===== src/rtl/keypad_scanner.sv =====
`default_nettype none
// ============================================================================
// Module   : keypad_scanner
// Purpose  : Scans a 4x4 active-low membrane keypad one column at a time,
//            synchronizes the row returns, and debounces whole-matrix scans
//            into a stable key code for the downstream music player.
// Ports    : clk          - system clock, rising edge
//            reset        - asynchronous active-low reset
//            row_in[3:0]  - keypad rows, active-low, asynchronous to clk
//            col_out[3:0] - column drive, one-hot-low
//            keypad_value - last accepted key code (row*4 + col), held after
//                           release
//            key_valid    - high while a debounced key is held
//            key_pressed  - one-cycle strobe on each newly accepted key code
// Revision : 1.0 - initial release
// ============================================================================
module keypad_scanner #(
    parameter int SCAN_DIV = 1000,
    parameter int DEBOUNCE = 4
) (
    input  logic       clk,
    input  logic       reset,
    input  logic [3:0] row_in,
    output logic [3:0] col_out,
    output logic [3:0] keypad_value,
    output logic       key_valid,
    output logic       key_pressed
);

    localparam int DW = $clog2(SCAN_DIV);
    localparam int CW = $clog2(DEBOUNCE + 1);
    localparam logic [DW-1:0] DWELL_LAST = DW'(SCAN_DIV - 1);
    localparam logic [CW-1:0] COUNT_MAX  = CW'(DEBOUNCE);
    localparam logic [CW-1:0] COUNT_ONE  = CW'(1);

    localparam logic [0:0] ST_IDLE = 1'b0;
    localparam logic [0:0] ST_HELD = 1'b1;

    logic [3:0]    row_meta;
    logic [3:0]    row_sync;
    logic [DW-1:0] dwell;
    logic [1:0]    col;
    logic [15:0]   samples;
    logic [0:0]    state;
    logic [CW-1:0] match_cnt;
    logic [3:0]    candidate;
    logic          count_none;

    logic          sample_now;
    logic          scan_done;
    logic [15:0]   scan_map;
    logic [4:0]    n_low;
    logic [3:0]    scan_code;
    logic          is_none;
    logic          is_single;
    logic [CW-1:0] cnt_inc;
    logic [CW-1:0] single_cnt;
    logic [CW-1:0] none_cnt;

    assign sample_now = (dwell == DWELL_LAST);
    assign scan_done  = sample_now && (col == 2'd3);
    assign col_out    = ~(4'b0001 << col);

    // Column 3 is evaluated on the same cycle it is sampled, so its bits come
    // straight from the synchronizer instead of the sample register.
    always_comb begin
        scan_map  = samples;
        n_low     = 5'd0;
        scan_code = 4'd0;
        for (int r = 0; r < 4; r++) begin
            scan_map[r*4 + 3] = ~row_sync[r];
        end
        for (int i = 0; i < 16; i++) begin
            if (scan_map[i]) begin
                n_low     = n_low + 5'd1;
                scan_code = 4'(i);
            end
        end
    end

    assign is_none   = (n_low == 5'd0);
    assign is_single = (n_low == 5'd1);

    // Saturating increment; a run that started with a different class or code
    // restarts at one.
    assign cnt_inc    = (match_cnt == COUNT_MAX) ? match_cnt : match_cnt + COUNT_ONE;
    assign single_cnt = (!count_none && scan_code == candidate) ? cnt_inc : COUNT_ONE;
    assign none_cnt   = count_none ? cnt_inc : COUNT_ONE;

    always_ff @(posedge clk or negedge reset) begin
        if (!reset) begin
            row_meta <= 4'hF;
            row_sync <= 4'hF;
        end else begin
            row_meta <= row_in;
            row_sync <= row_meta;
        end
    end

    always_ff @(posedge clk or negedge reset) begin
        if (!reset) begin
            dwell   <= '0;
            col     <= 2'd0;
            samples <= 16'h0000;
        end else begin
            if (sample_now) begin
                dwell <= '0;
                col   <= col + 2'd1;
                for (int r = 0; r < 4; r++) begin
                    samples[{2'(r), col}] <= ~row_sync[r];
                end
            end else begin
                dwell <= dwell + DW'(1);
            end
        end
    end

    always_ff @(posedge clk or negedge reset) begin
        if (!reset) begin
            state        <= ST_IDLE;
            match_cnt    <= '0;
            candidate    <= 4'd0;
            count_none   <= 1'b0;
            keypad_value <= 4'd0;
            key_valid    <= 1'b0;
            key_pressed  <= 1'b0;
        end else begin
            key_pressed <= 1'b0;
            if (scan_done) begin
                if (!is_single && !is_none) begin
                    match_cnt <= '0;
                end else if (state == ST_IDLE) begin
                    if (is_none) begin
                        match_cnt <= '0;
                    end else begin
                        candidate  <= scan_code;
                        count_none <= 1'b0;
                        if (single_cnt == COUNT_MAX) begin
                            state        <= ST_HELD;
                            keypad_value <= scan_code;
                            key_valid    <= 1'b1;
                            key_pressed  <= 1'b1;
                            match_cnt    <= '0;
                        end else begin
                            match_cnt <= single_cnt;
                        end
                    end
                end else begin
                    if (is_none) begin
                        count_none <= 1'b1;
                        if (none_cnt == COUNT_MAX) begin
                            state     <= ST_IDLE;
                            key_valid <= 1'b0;
                            match_cnt <= '0;
                        end else begin
                            match_cnt <= none_cnt;
                        end
                    end else if (scan_code == keypad_value) begin
                        match_cnt <= '0;
                    end else begin
                        candidate  <= scan_code;
                        count_none <= 1'b0;
                        if (single_cnt == COUNT_MAX) begin
                            keypad_value <= scan_code;
                            key_pressed  <= 1'b1;
                            match_cnt    <= '0;
                        end else begin
                            match_cnt <= single_cnt;
                        end
                    end
                end
            end
        end
    end

endmodule
`default_nettype wire


===== config.mk =====
export PLATFORM = sky130hd
export DESIGN_NAME = keypad_scanner
export DESIGN_NICKNAME = d
export VERILOG_FILES = /design/src/rtl/keypad_scanner.sv
export SDC_FILE = /design/constraint.sdc
export NUM_CORES = 1
export LEC_CHECK = 0
export CAP_MARGIN = 20
export CORE_ASPECT_RATIO = 0.75
export CORE_UTILIZATION = 30
export DETAILED_ROUTE_END_ITERATION = 8
export HOLD_SLACK_MARGIN = 0.1
export PLACE_DENSITY = 0.44
export SLEW_MARGIN = 5
export SYNTH_ARGS = -nofsm -noshare
export SYNTH_HDL_FRONTEND = slang
export SYNTH_SLANG_ARGS = --single-unit

===== constraint.sdc =====
create_clock -name clk -period 10.45 [get_ports clk]
set_input_delay 1.5675 -clock clk [delete_from_list [all_inputs] [get_ports clk]]
set_output_delay 1.5675 -clock clk [all_outputs]
set_load 0.01 [all_outputs]

==> impl_metrics.ini <==
[sta]
worstMarginPinSlew_ps = 640
setup_ws_ps = 611
fin_skew_ps = 3.63
slew_violations = 0
finalSetupTns_ps = 0
hold_viol_final = 0
setup_violations = 0
slew-limit-headroom = 0.570
timing.hold.ws_ps = 357
fin_crit_sh = 0.942
fmax_ghz = 0.102
period_needed_ps = 9840

[final_layout]
fin_nets = 460
final_common_cell = nand2_1
syn2layout_area_growth_pct = 14.8
n_antenna_cell = 0
final_cell_mix = 50 x nand2_1, 39 x dfrtp_1, 26 x o21ai_0
final_cell_area_um2 = 4380
layout-drive-gt1-share = 0.143

[hold_path]
hold_path.class = reg -> reg
min_path_cells = 0

[clock_tree]
cts_root_buf = clkbuf_16
holdBufCountCts = 0
clock_latency_ps = 290
cts_max_path_buffers = 2
numCtsBuffers = 5
clk_pin_slew_ps = 70
cts.htree.levels = 2
cts_tree = built
cts.sinks = 47

[worst_setup_path]
endpoint_kind = register
cp_slowest_cell = dfrtp_1
r2r_cells = 47
start_kind = register
arrival_ps = 10020
worst_path_most_repeated_cell = ha_1
max_stage_delay_ps = 410
worstSetupPathDepth = 47
crit_buf_inv = 3
crit_type = reg -> reg
critPathMaxFanout = 6
cp.required_ps = 10630
critPathTopFamily = adder cells

[yosys]
ys_seq_elements = 47
yosysSeqAreaShare = 0.311
yosys_warnings = 0
synth.net_count = 444
synth-main-ff-cell = dfrtp_1
postSynthAreaPerCell_um2 = 9.16
yosys-top-cells-area = dfrtp_1 26%, ha_1 7.2%, dfstp_2 5.5%
synthCells = 416
yosysUniqueCellTypes = 68
synth_edf_count = 0
yosys.area.top_type = dfrtp_1
yosys.area.top_type_share = 0.256
syn-cell-area_um2 = 3810
synth-async-reset-ratio = 1.00

[floorplanning]
core.rowCount = 35
start_util = 0.309
dieWidth_um = 132
die_h_um = 99.6
ioPinCount = 16
core_um2 = 12300
dieArea_um2 = 13200

[route]
drtAntennaViolNets = 0
vias = 2912
drt_iter0_markers = 137
drc = 0
vias_per_cell = 4.86
wirelength_um = 7900
firstDrtPassIters = 4
wire_per_inst_um = 13.2

[place]
place_congestion = 0.745
portBuffers = 15
placedInstanceArea_um2 = 4120
hpwl_um = 6010
post-place-ws_ps = 361

[pwr]
cellPowerDensity_nw_per_um2 = 92.2
ir_drop_v = 0.0000552
power.leakage_uw = 0.00186

[outcome]
status = finished clean

[global_route]
track_usage = 0.129
antenna_found_initial = 0
grt_pass1_vias = 2780
grt_overflow = 0
grt_max_degree = 48
grt_pass1_wl_um = 13800

[flow_run]
drv_cap = 0
[worst paths after layout]
check / start / end / slack, ps
setup / recovery: samples[1] / keypad_value[1] / 610
hold / removal: row_meta[1] / row_sync[1] / 360
max in group asynchronous: reset / row_sync[2] / 8620
min in group asynchronous: reset / dwell[2] / 1240
hold reg to reg: row_meta[1] / row_sync[1] / 360
setup reg to reg: samples[1] / keypad_value[1] / 610
[cells by family after synthesis]
| family | synth area share |
|---|---|
| adders and majority gates | 0.0748 |
| buffers and inverters | 0.0394 |
| AOI/OAI and AO/OA | 0.152 |
| muxes | 0.0568 |
| DFF | 0.311 |
| and+or+nand+nor | 0.188 |
| xor gates and xnor gates | 0.178 |
[routing by layer]
layer  global-route usage  vias up  wire [µm]
met1                0.199     1378       4400
li1                     -     1494          -
met4               0.0186        0         27
met5                    0        -          0
met2                0.186       36       3220
met3               0.0255        4        255
[cell type report]
type / count / area [µm²]
multi-input combinational: 331 / 2520
clock buffer: 5 / 125
sequential: 47 / 1190
tap: 166 / 208
clock inverter: 3 / 22.5
inverter: 23 / 86.3
timing repair buffer: 24 / 225
fill: 1273 / 7970
[report_power, final]
part / switching (µW) / leakage, µW / internal (µW) / total (µW)
clock: 73.0 / 0.0000742 / 89.6 / 163
combinational: 29.6 / 0.00117 / 23.5 / 53.1
sequential: 2.96 / 0.000615 / 185 / 188
total: 106 / 0.00186 / 298 / 403
[worst register-to-register path, delay by kind of cell (launching register included)]
kind,cells,cell delay (ps)
buffers and inverters,3,250
and+or+nand+nor,10,1120
muxes,6,1640
xor gates and xnor gates,1,170
AOI/OAI and AO/OA,13,2090
adders and majority gates,14,4030
DFF,1,410
[synth_stat cells (10+ instances only)]
library cell  instances
nand2_1              50
a21oi_1              14
inv_1                22
o21ai_0              28
nor2b_1              10
nand3_1              21
dfrtp_1              39
ha_1                 22
nor2_1               23
xnor2_1              23
xor2_1               22
[metrics by stage]
step	power, µW	cells	utilization
CTS	406	593	0.346
finish	403	599	0.354
global route	424	599	0.354
detailed placement	240	585	0.334
floorplan	227	416	-
global placement	240	585	0.334
[timing repair]
| item | in CTS | in global routing |
|---|---|---|
| resized for setup | 0 | 11 |
| endpoints found under the setup margin | 0 | 15 |
| buffers inserted | 0 | 5 |
[state kept, by name, summed over array words and instances, names as in the netlist]
| register | count |
|---|---|
| candidate | 4 |
| col | 2 |
| count_none | 1 |
| dwell | 10 |
| key_pressed | 1 |
| key_valid | 1 |
| keypad_value | 4 |
| match_cnt | 3 |
| row_meta | 4 |
| row_sync | 4 |
| samples | 12 |
| state | 1 |
No activity file was read; power rests on OpenSTA's default activity.
==> variant 1 (same flow settings) <==
Set the parameter `SCAN_DIV` to 2000 (it was 1000).
--- a/src/rtl/keypad_scanner.sv
+++ b/src/rtl/keypad_scanner.sv
@@ -15,7 +15,7 @@
 // Revision : 1.0 - initial release
 // ============================================================================
 module keypad_scanner #(
-    parameter int SCAN_DIV = 1000,
+    parameter int SCAN_DIV = 2000,
     parameter int DEBOUNCE = 4
 ) (
     input  logic       clk,
Check against the original RTL: no difference found for any inputs over 10 cycles, from zero or initial values and one cycle with reset low; that may be too few to reach the edited logic, so the function may still have changed.
==> variant 1 against the original RTL <==
Sequential cell count rose by 1. Worst setup slack got worse by 0.12 ns. Final area rose by 9.6%. Largest power group is now the clock network. Area after synthesis rose by 5.7%. Critical endpoint is now candidate[0]. Wire length rose by 7.2%. Power rose by 16%. Die area rose by 5.6%.
==> variant 1: results <==
{
  "outcome": "complete, no violations",
  "holdWs_ns": 0.356,
  "grt_max_degree": 49,
  "wl_met1_mm": 4.81,
  "worst_slew_pin_slew_ns": 0.619,
  "comb-power_uw": 68.4,
  "use_met3_pct": 2.08,
  "grtUsageTotal_pct": 12.9,
  "endpoint": "candidate[0]",
  "wl_per_cell_um": 13.7,
  "grt_pass1_wl_mm": 14.1,
  "place.gp.congestion": 0.738,
  "ys_types": 73,
  "grt_pass1_vias": 2711,
  "synth_area_leaders": "dfrtp_1 25%, ha_1 6.8%, dfstp_2 5.2%",
  "r2r_slack_ns": 0.49,
  "syn_inst": 428,
  "p_int_uw": 358,
  "leakage_uw": 0.00205,
  "finalNetCount": 475,
  "largestRegisters": "samples: 12 flops, dwell: 11 flops",
  "hpwl_mm": 6.38,
  "stdcell_count": 619,
  "fin_crit_ns": 9.96,
  "min_from": "row_meta[2]",
  "synth.top_cells.by_count": "49 x nand2_1, 40 x dfrtp_1, 31 x nor2_1",
  "vias": 2974,
  "nFillCells": 1334,
  "grt_util_met1_pct": 20.5,
  "seq_area_frac_synth_pct": 30.1,
  "switching_share_pct": 23.9,
  "min_to": "row_sync[2]",
  "wl_met3_um": 165
}
## variant 1: changes by cell type after synthesis, sizes merged, moves of 4 or more
cell	before	now
xor2	24	18
xnor3	4	9
a21o	7	2
nor4	3	7
inv	23	28
nand4	3	7
nor2b	10	4
a211oi	4	0
nand2b	4	12
nand3	21	10
nor2	23	31
## variant 1: logic make-up after synthesis
family	Yosys count	share of synthesized area, %
AO/OA/AOI/OAI	85	13.9
adder cells (fa/ha/maj)	22	6.83
XOR/XNOR	61	19.7
flip-flops	48	30.1
multiplexers	17	5.09
AND/OR/NAND/NOR	151	20.1
buffers and inverters	44	4.35
## variant 1: layout make-up
type,instances,area (sq um),area share [%]
repair buffers,28,246,5.14
multi-input cells,336,2830,58.9
well taps,171,214,4.46
clock inverters,3,68.8,1.43
clock buffers,5,125,2.61
inverters,28,105,2.19
flip-flops and latches,48,1210,25.3
## variant 1: timing repair
item	4_1_cts	5_1_grt
setup buffers	0	9
resized for setup	0	35
setup endpoints to repair	0	15
==> variant 2 (config.mk and constraints unchanged) <==
Made on the original files. Register the output `key_pressed` once more, with the module's reset; this adds one clock of latency there. The other outputs are not delayed to match. Comments in the files are not updated.
--- a/src/rtl/keypad_scanner.sv
+++ b/src/rtl/keypad_scanner.sv
@@ -35,6 +35,8 @@
 
     localparam logic [0:0] ST_IDLE = 1'b0;
     localparam logic [0:0] ST_HELD = 1'b1;
+
+    logic key_pressed_s0;
 
     logic [3:0]    row_meta;
     logic [3:0]    row_sync;
@@ -123,9 +125,9 @@
             count_none   <= 1'b0;
             keypad_value <= 4'd0;
             key_valid    <= 1'b0;
-            key_pressed  <= 1'b0;
+            key_pressed_s0 <= 1'b0;
         end else begin
-            key_pressed <= 1'b0;
+            key_pressed_s0 <= 1'b0;
             if (scan_done) begin
                 if (!is_single && !is_none) begin
                     match_cnt <= '0;
@@ -139,7 +141,7 @@
                             state        <= ST_HELD;
                             keypad_value <= scan_code;
                             key_valid    <= 1'b1;
-                            key_pressed  <= 1'b1;
+                            key_pressed_s0 <= 1'b1;
                             match_cnt    <= '0;
                         end else begin
                             match_cnt <= single_cnt;
@@ -162,7 +164,7 @@
                         count_none <= 1'b0;
                         if (single_cnt == COUNT_MAX) begin
                             keypad_value <= scan_code;
-                            key_pressed  <= 1'b1;
+                            key_pressed_s0 <= 1'b1;
                             match_cnt    <= '0;
                         end else begin
                             match_cnt <= single_cnt;
@@ -173,6 +175,14 @@
         end
     end
 
+    always_ff @(posedge clk or negedge reset) begin
+        if (!reset) begin
+            key_pressed <= '0;
+        end else begin
+            key_pressed <= key_pressed_s0;
+        end
+    end
+
 endmodule
 `default_nettype wire
 
Check against the original RTL: no difference found for any inputs over 10 cycles, from zero or initial values and one cycle with reset low; that may be too few to reach the edited logic, so the function may still have changed.
==> variant 2 against the original RTL <==
Wire length grew 13%. Area after synthesis grew 8.7%. Worst setup slack lost 0.036 ns. Largest power group unchanged. Final area grew 10%. Highest routed layer unchanged. Via count grew 11%. Sequential power grew 2%. Sequential cell count grew 1. Clock power grew 2%. Global-route usage grew 0.42 points. Largest cell class unchanged. Power grew 4.4%. Hold slack lost 0.0098 ns. Synthesized cell count grew 13%.
==> variant 2: results <==
{
  "outcome": "complete, no violations",
  "synth_nets": 499,
  "root_buffer": "clkbuf_16",
  "post_cts_resized": 1,
  "cp_max_fo": 7,
  "holdWs_ns": 0.347,
  "vias_per_cell": 4.89,
  "grtUsageTotal_pct": 13.3,
  "hpwl_mm": 6.74,
  "hold_viol": 0,
  "post_cts_buffers": 0,
  "grt_pass1_wl_mm": 15.2,
  "synth.top_cells.by_count": "65 x nand2_1, 40 x dfrtp_1, 30 x xnor2_1",
  "finalNetCount": 515,
  "grt_max_degree": 49,
  "p_seq_uw": 192,
  "routed_wl_mm": 8.89,
  "fmax_mhz": 101,
  "place.gp.congestion": 0.805,
  "cts_buffer_depth": 2,
  "combPwrFrac_pct": 14.9,
  "final_layout_size_suffix_gt1_share_pct": 17.0,
  "p_int_uw": 311,
  "r2r_cells": 51,
  "arrival_ns": 10.05,
  "finClkSkew_ns": 0.00377,
  "finalPower_uw": 421,
  "r2r_slack_ns": 0.58,
  "critPathLaunch": "samples[0]",
  "nFillCells": 1374,
  "min_from": "key_pressed_s0",
  "leakage_uw": 0.00194,
  "worst_slew_pin_slew_ns": 0.809,
  "grt_pass1_vias": 3008,
  "pre_cts_slack_ns": 0.0185,
  "synth_area_leaders": "dfrtp_1 24%, ha_1 6.6%, xnor2_1 6.3%",
  "min_to": "key_pressed",
  "drt-initial-drc-count": 173,
  "max-vdd-ir-drop_v": 0.0000560,
  "synth_warnings": 0,
  "diodes": 0,
  "seq_area_frac_synth_pct": 29.2,
  "slowest_stage": "dfrtp_1"
}
[variant 2: cell count changes in the layout (fill, tap and decap cells not counted), sizes merged, moves of 3 or more]
cell    unedited run  this run
nor3               9        14
or2                1         6
nand2             51        65
nor4               3         8
a21o               7         2
o22ai              1         4
and3               4         1
nand2b             4         9
and2               2         5
o211ai             0         6
xnor2             30        39
[variant 2: per-stage QoR]
stage	std cells	cell area (sq um)
2_1_floorplan	471	4150
3_3_place_gp	641	4440
3_5_place_dp	641	4440
4_1_cts	649	4610
5_1_grt	659	4830
6_report	659	4830
[variant 2: logic make-up (layout without fill, tap and decap cells)]
| group | Yosys count | count (layout) | synth area share (%) |
|---|---|---|---|
| adders and majority gates | 22 | 22 | 6.64 |
| xor gates and xnor gates | 69 | 69 | 19.0 |
| and+or+nand+nor | 182 | 182 | 22.5 |
| DFF | 48 | 48 | 29.2 |
| buffers and inverters | 43 | 60 | 4.11 |
| muxes | 15 | 15 | 4.04 |
| AOI/OAI and AO/OA | 92 | 92 | 14.5 |
[variant 2: cell type report]
type	instances	share of cell area (%)
flip-flops and latches	48	25.1
multi-input cells	380	60.4
clock inverters	2	0.311
inverters	25	1.94
repair buffers	27	4.97
well taps	171	4.43
clock buffers	6	2.87
[variant 2: worst max-delay path: cells and delay by family (launching register included)]
family          cells  cell delay, ns
buf+inv             4            0.33
compound gates      8            1.25
mux                 4            1.14
xor+xnor            1            0.15
simple gates       20            2.71
fa+ha+maj          14            3.77
flops               1            0.40
[variant 2: per-layer routing]
metal | share of wire, % | global-route usage [%]
met1 | 56 | 21.6
met2 | 39 | 17.7
met3 | 3.9 | 1.86
met4 | 1.0 | 3.49
met5 | 0 | 0
